--- config.mk ---
export PLATFORM = sky130hd
export DESIGN_NAME = impact_sram_sequencer
export DESIGN_NICKNAME = d
export VERILOG_FILES = /design/src/rtl/impact_sram_sequencer.sv
export SDC_FILE = /design/constraint.sdc
export NUM_CORES = 1
export LEC_CHECK = 0
export ABC_AREA = 0
export BUFFER_PORTS_ARGS = -buffer_cell sky130_fd_sc_hd__buf_2
export CAP_MARGIN = 10
export CORE_ASPECT_RATIO = 0.6
export CORE_MARGIN = 1.5
export CORE_UTILIZATION = 40
export CTS_BUF_LIST = sky130_fd_sc_hd__clkbuf_8 sky130_fd_sc_hd__clkbuf_16
export CTS_CLUSTER_SIZE = 8
export DETAILED_ROUTE_END_ITERATION = 10
export PLACE_DENSITY_LB_ADDON = 0.12
export REMOVE_ABC_BUFFERS = 1
export SYNTH_ARGS = -nofsm -noshare
export SYNTH_HDL_FRONTEND = slang
export SYNTH_SLANG_ARGS = --single-unit
--- constraint.sdc ---
create_clock -name clk -period 2.9 [get_ports clk]
set_clock_uncertainty 0.2 [all_clocks]
set_input_delay 0.145 -clock clk [delete_from_list [all_inputs] [get_ports clk]]
set_output_delay 0.145 -clock clk [all_outputs]
set_load 0.1 [all_outputs]
--- src/rtl/impact_sram_sequencer.sv ---
// Host-side initiator that steps the IMPACT SRAM macro through its control phases.
// Define IMPACT_SEQ_VERIFY_EN to add a read-back verify after every write.
module impact_sram_sequencer #(
   parameter int PRE_CYC = 2,
   parameter int DIN_CYC = 1,
   parameter int ACC_CYC = 3
) (
   input  logic       clk,
   input  logic       rst,
   input  logic       cmd_valid,
   output logic       cmd_ready,
   input  logic       cmd_write,
   input  logic [1:0] cmd_byte_sel,
   input  logic [1:0] cmd_proj_sel,
   input  logic       cmd_byte_mode,
   input  logic       cmd_trunc,
   input  logic [7:0] cmd_wdata,
   output logic       rsp_valid,
   input  logic       rsp_ready,
   output logic [7:0] rsp_data,
   output logic       rsp_err,
   output logic       busy,
   output logic       sram_precharge,
   output logic       sram_data_in_en,
   output logic       sram_wl_en,
   output logic       sram_write_en,
   output logic       sram_read_en,
   output logic       sram_byte_mode,
   output logic       sram_trunc,
   output logic [1:0] sram_byte_sel,
   output logic [1:0] sram_proj_sel,
   output logic [7:0] sram_data_in,
   input  logic [7:0] sram_data_out
);

   // Both handshakes transfer on a rising clk edge where valid and ready are high;
   // the offering side holds its payload stable until that edge.
   localparam int MAX_CYC = (PRE_CYC > DIN_CYC) ?
                            ((PRE_CYC > ACC_CYC) ? PRE_CYC : ACC_CYC) :
                            ((DIN_CYC > ACC_CYC) ? DIN_CYC : ACC_CYC);
   localparam int CW = (MAX_CYC > 1) ? $clog2(MAX_CYC) : 1;
   localparam logic [CW-1:0] PRE_LD = CW'(PRE_CYC - 1);
   localparam logic [CW-1:0] DIN_LD = CW'(DIN_CYC - 1);
   localparam logic [CW-1:0] ACC_LD = CW'(ACC_CYC - 1);

`ifdef IMPACT_SEQ_VERIFY_EN
   typedef enum logic [2:0] {IDLE, PRE, LOAD, ACCESS, DONE, VPRE, VACC} state_t;
`else
   typedef enum logic [2:0] {IDLE, PRE, LOAD, ACCESS, DONE} state_t;
`endif

   state_t        state, state_nxt;
   logic [CW-1:0] cnt, cnt_nxt;
   logic          wr_q;
   logic [7:0]    wdata_q;
   logic          sample;
   logic          accept;
   logic          pc_nxt, die_nxt, wl_nxt, we_nxt, re_nxt;
   logic [7:0]    din_nxt;

   assign cmd_ready = (state == IDLE) && !rst;
   assign accept    = cmd_ready && cmd_valid;
   assign busy      = (state != IDLE);

   always_comb begin
      state_nxt = state;
      cnt_nxt   = cnt;
      sample    = 1'b0;
      case (state)
         IDLE: begin
            if (cmd_valid) begin
               state_nxt = PRE;
               cnt_nxt   = PRE_LD;
            end
         end
         PRE: begin
            if (cnt == '0) begin
               if (wr_q) begin
                  state_nxt = LOAD;
                  cnt_nxt   = DIN_LD;
               end else begin
                  state_nxt = ACCESS;
                  cnt_nxt   = ACC_LD;
               end
            end else cnt_nxt = cnt - CW'(1);
         end
         LOAD: begin
            if (cnt == '0) begin
               state_nxt = ACCESS;
               cnt_nxt   = ACC_LD;
            end else cnt_nxt = cnt - CW'(1);
         end
         ACCESS: begin
            if (cnt == '0) begin
`ifdef IMPACT_SEQ_VERIFY_EN
               if (wr_q) begin
                  state_nxt = VPRE;
                  cnt_nxt   = PRE_LD;
               end else begin
                  state_nxt = DONE;
                  sample    = 1'b1;
               end
`else
               state_nxt = DONE;
               sample    = !wr_q;
`endif
            end else cnt_nxt = cnt - CW'(1);
         end
`ifdef IMPACT_SEQ_VERIFY_EN
         VPRE: begin
            if (cnt == '0) begin
               state_nxt = VACC;
               cnt_nxt   = ACC_LD;
            end else cnt_nxt = cnt - CW'(1);
         end
         VACC: begin
            if (cnt == '0) begin
               state_nxt = DONE;
               sample    = 1'b1;
            end else cnt_nxt = cnt - CW'(1);
         end
`endif
         DONE: begin
            if (rsp_ready) state_nxt = IDLE;
         end
         default: state_nxt = IDLE;
      endcase

      // Pin enables are decoded from the next state so they flip on the same
      // edge as the state register, leaving no gap between phases.
      pc_nxt  = 1'b0;
      die_nxt = 1'b0;
      wl_nxt  = 1'b0;
      we_nxt  = 1'b0;
      re_nxt  = 1'b0;
      din_nxt = 8'h00;
      case (state_nxt)
         PRE:  pc_nxt = 1'b1;
         LOAD: begin
            die_nxt = 1'b1;
            din_nxt = wdata_q;
         end
         ACCESS: begin
            wl_nxt  = 1'b1;
            we_nxt  = wr_q;
            re_nxt  = !wr_q;
            din_nxt = wr_q ? wdata_q : 8'h00;
         end
`ifdef IMPACT_SEQ_VERIFY_EN
         VPRE: pc_nxt = 1'b1;
         VACC: begin
            wl_nxt = 1'b1;
            re_nxt = 1'b1;
         end
`endif
         default: ;
      endcase
   end

`ifdef IMPACT_SEQ_VERIFY_EN
   logic rsp_err_q;
   assign rsp_err = rsp_err_q;
`else
   assign rsp_err = 1'b0;
`endif

   always_ff @(posedge clk) begin
      if (rst) begin
         state           <= IDLE;
         cnt             <= '0;
         wr_q            <= 1'b0;
         wdata_q         <= 8'h00;
         rsp_valid       <= 1'b0;
         rsp_data        <= 8'h00;
         sram_precharge  <= 1'b0;
         sram_data_in_en <= 1'b0;
         sram_wl_en      <= 1'b0;
         sram_write_en   <= 1'b0;
         sram_read_en    <= 1'b0;
         sram_byte_mode  <= 1'b0;
         sram_trunc      <= 1'b0;
         sram_byte_sel   <= 2'b00;
         sram_proj_sel   <= 2'b00;
         sram_data_in    <= 8'h00;
`ifdef IMPACT_SEQ_VERIFY_EN
         rsp_err_q       <= 1'b0;
`endif
      end else begin
         state           <= state_nxt;
         cnt             <= cnt_nxt;
         rsp_valid       <= (state_nxt == DONE);
         sram_precharge  <= pc_nxt;
         sram_data_in_en <= die_nxt;
         sram_wl_en      <= wl_nxt;
         sram_write_en   <= we_nxt;
         sram_read_en    <= re_nxt;
         sram_data_in    <= din_nxt;
         if (accept) begin
            wr_q           <= cmd_write;
            wdata_q        <= cmd_wdata;
            sram_byte_sel  <= cmd_byte_sel;
            sram_proj_sel  <= cmd_proj_sel;
            sram_byte_mode <= cmd_byte_mode;
            sram_trunc     <= cmd_trunc;
            rsp_data       <= 8'h00;
`ifdef IMPACT_SEQ_VERIFY_EN
            rsp_err_q      <= 1'b0;
`endif
         end else if (state == DONE && rsp_ready) begin
            sram_byte_sel  <= 2'b00;
            sram_proj_sel  <= 2'b00;
            sram_byte_mode <= 1'b0;
            sram_trunc     <= 1'b0;
         end
         if (sample) begin
            rsp_data  <= sram_data_out;
`ifdef IMPACT_SEQ_VERIFY_EN
            rsp_err_q <= wr_q && (sram_data_out != wdata_q);
`endif
         end
      end
   end

endmodule

==> load_flow_metrics.sql <==
INSERT INTO impl_metrics (metric_group, metric, value, unit) VALUES
('power_and_ir_drop', 'sw_frac_of_total', '42.8', '%'),
('synth', 'yosys.area.top_type_share', '52.1', '%'),
('setup_path', 'startpoint_type', 'flip-flop', ''),
('synth', 'synth_xor_xnor_area_share', '0', '%'),
('timing', 'timing.final.max_slew_violations', '0', ''),
('grt', 'grtUsageTotal', '19.0', '%'),
('flow_run', 'max_cap_violations', '0', ''),
('synth', 'postSynthAreaPerCell', '9.06', 'um2'),
('die', 'core_area', '3760', 'um2'),
('setup_path', 'critical_path_class', 'reg2reg', ''),
('power_and_ir_drop', 'clockPowerShare', '21.5', '%'),
('placement', 'detailed_place_hpwl', '2.46', 'mm'),
('synth', 'yosys.area_share.adder', '2.33', '%'),
('die', 'effective_utilization_at_floorplan', '42.8', '%'),
('timing', 'layout_worst_path_cycle_share', '71.6', '%'),
('grt', 'grt_start_max_net_pins', '29', ''),
('die', 'chipHeight', '52.2', 'um'),
('synth', 'synth.distinct_cells', '33', ''),
('grt', 'gr-usage-met3', '5.67', '%'),
('clock_network', 'cts_tree', 'yes', ''),
('power_and_ir_drop', 'post-layout-total-power', '1.70', 'mW'),
('run_status', 'violated_checks', 'DRC', ''),
('synth', 'syn-instance-count', '178', ''),
('final_layout', 'mostFrequentLayoutCells', 'buf_2 (56), dfxtp_1 (42), nand2_1 (28), a21oi_1 (24), dlygate4sd3_1 (24)', ''),
('die', 'die_area', '4430', 'um2'),
('power_and_ir_drop', 'power-per-cell-area', '761', 'nW/um2'),
('synth', 'synth.area.top_cells', 'dfxtp_1 (52%), a21oi_1 (7.4%), nand2_1 (6.5%)', ''),
('placement', 'place_inst', '273', ''),
('final_layout', 'drive_above_1_share', '27.5', '%'),
('clock_network', 'num_cts_buffers', '5', ''),
('power_and_ir_drop', 'seq_power_share', '40.5', '%'),
('grt', 'via_count_of_the_first_global_routing_pass', '1372', ''),
('timing', 'accumulated_negative_setup_slack', '0', 'ns'),
('timing', 'rsz0062_at_grt', 'no', ''),
('synth', 'post_synth_mux_area_share', '1.40', '%'),
('synth', 'main_combinational_cell_family_by_area_after_synthesis', 'simple AND/OR/NAND/NOR gates', ''),
('die', 'number_of_rows_created_at_floorplan', '17', ''),
('setup_path', 'crit_path_max_fanout', '8', ''),
('clock_network', 'insertion_delay', '0.29', 'ns'),
('final_layout', 'final_net_count', '287', ''),
('grt', 'grt_remaining_overflow', '0', ''),
('placement', 'placedInstanceArea', '1910', 'um2'),
('final_layout', 'finalNonFillerCells', '305', ''),
('power_and_ir_drop', 'p_int', '0.973', 'mW'),
('final_layout', 'area_growth', '38.6', '%'),
('timing', 'fmax', '482', 'MHz'),
('detailed_routing', 'drt_pass1_iterations', '7', ''),
('grt', 'grtUsageMet1', '25.6', '%'),
('power_and_ir_drop', 'switching_power', '0.728', 'mW'),
('run_status', 'status', 'finished, violations left', ''),
('placement', 'buffer_ports.inserted', '56', ''),
('clock_network', 'clk_pin_slew', '0.08', 'ns'),
('power_and_ir_drop', 'comb_power_share', '37.9', '%'),
('synth', 'ys_ff_latch', '42', ''),
('detailed_routing', 'detail_route.wirelength', '3.91', 'mm'),
('setup_path', 'worst_ep_arrival_time', '2.12', 'ns'),
('detailed_routing', 'wl_per_cell', '12.8', 'um'),
('final_layout', 'antenna_cells_inserted', '0', ''),
('placement', 'gp_congestion', '0.720', ''),
('setup_path', 'setup.worst_path.end_class', 'flip-flop', ''),
('grt', 'grt_pass1_wl', '6.31', 'mm'),
('grt', 'grt_util_met2', '29.5', '%'),
('power_and_ir_drop', 'power.leakage', '1.01', 'nW'),
('detailed_routing', 'route.detailed.drc', '2', ''),
('final_layout', 'layout.cells.most_common', 'buf_2', ''),
('clock_network', 'cts-root-buf', 'clkbuf_8', ''),
('synth', 'synth_compound_area_share', '15.6', '%'),
('synth', 'synth-simple-area-share', '22.6', '%'),
('synth', 'synth_top_cell_by_area', 'dfxtp_1', ''),
('detailed_routing', 'drt_iter0_drc', '76', ''),
('timing', 'tightest_slew', '0.568', 'ns');
critical path: stages (launching register included):
cell and delay (ns):
dfxtp_1 0.35, inv_1 0.08, ha_1 0.26, and3_1 0.19, or4_1 0.53, a21oi_4 0.25
and2_1 0.16
cells in the mapped netlist, drive strengths merged:
cell,instances
a2111oi,1
a211oi,2
a21oi,25
a22o,6
a31oi,2
a32o,1
and2,9
and3,1
buf,8
clkbuf,3
conb,1
dfxtp,42
ha,3
inv,7
mux2,2
nand2,28
nand2b,2
nand3,11
nand3b,3
nor2,7
nor2b,2
nor3,4
nor4,1
nor4b,1
o22ai,1
o32ai,1
or3,3
or4,1
worst paths after layout:
kind | start | endpoint | slack, ns | cells past startpoint
hold / removal | rst | rsp_data[7] | 0.13 | 2
setup reg to reg | cnt[0] | sram_data_in[7] | 0.82 | 6
hold reg to reg | wdata_q[5] | wdata_q[5] | 0.25 | 2
setup / recovery | cnt[0] | sram_data_in[7] | 0.82 | 6
flip-flops by register name (all words and copies together), names as in the netlist, 2 cells and up:
signal / cells
rsp_data: 8
sram_data_in: 8
wdata_q: 8
state: 3
cnt: 2
sram_byte_sel: 2
sram_proj_sel: 2
through the flow:
stage | utilization (%) | hold WS (ns)
final | 59.4 | 0.130
after global routing | 59.4 | 0.151
after CTS | 59.4 | 0.124
after detailed placement | 50.7 | 0.167
after global placement | 50.7 | 0.164
after floorplan | - | 0.0141
area by class of cell:
| cell class | count | area, um2 | share of cell area, % |
|---|---|---|---|
| Multi-Input combinational cell | 118 | 679 | 30.4 |
| Inverter | 7 | 26.3 | 1.18 |
| Timing Repair Buffer | 83 | 543 | 24.3 |
| Tap cell | 47 | 58.8 | 2.63 |
| Clock buffer | 5 | 68.8 | 3.08 |
| Clock inverter | 3 | 17.5 | 0.784 |
| Sequential cell | 42 | 841 | 37.6 |
layer usage:
metal / share of wire [%] / vias up
met2: 44 / 46
met3: 5.5 / 5
met1: 50 / 634
met5: 0 / -
met4: 0.69 / 0
li1: - / 761
power by group through the flow:
stage | Clock (mW) | Combinational [mW] | Sequential (mW)
after floorplan | 0 | 0.281 | 0.909
after global placement | 0 | 0.616 | 0.701
after detailed placement | 0 | 0.618 | 0.701
after CTS | 0.379 | 0.644 | 0.688
after global routing | 0.405 | 0.693 | 0.700
final | 0.366 | 0.645 | 0.689
cell families (layout without fill, tap and decap cells):
family / Yosys count / in the layout
AND/OR/NAND/NOR: 73 / 73
flip-flops: 42 / 42
AO/OA/AOI/OAI: 39 / 39
buffers and inverters: 18 / 98
adder cells (fa/ha/maj): 3 / 3
multiplexers: 2 / 2
other: 1 / 1
(Power assumes the default switching activity.)
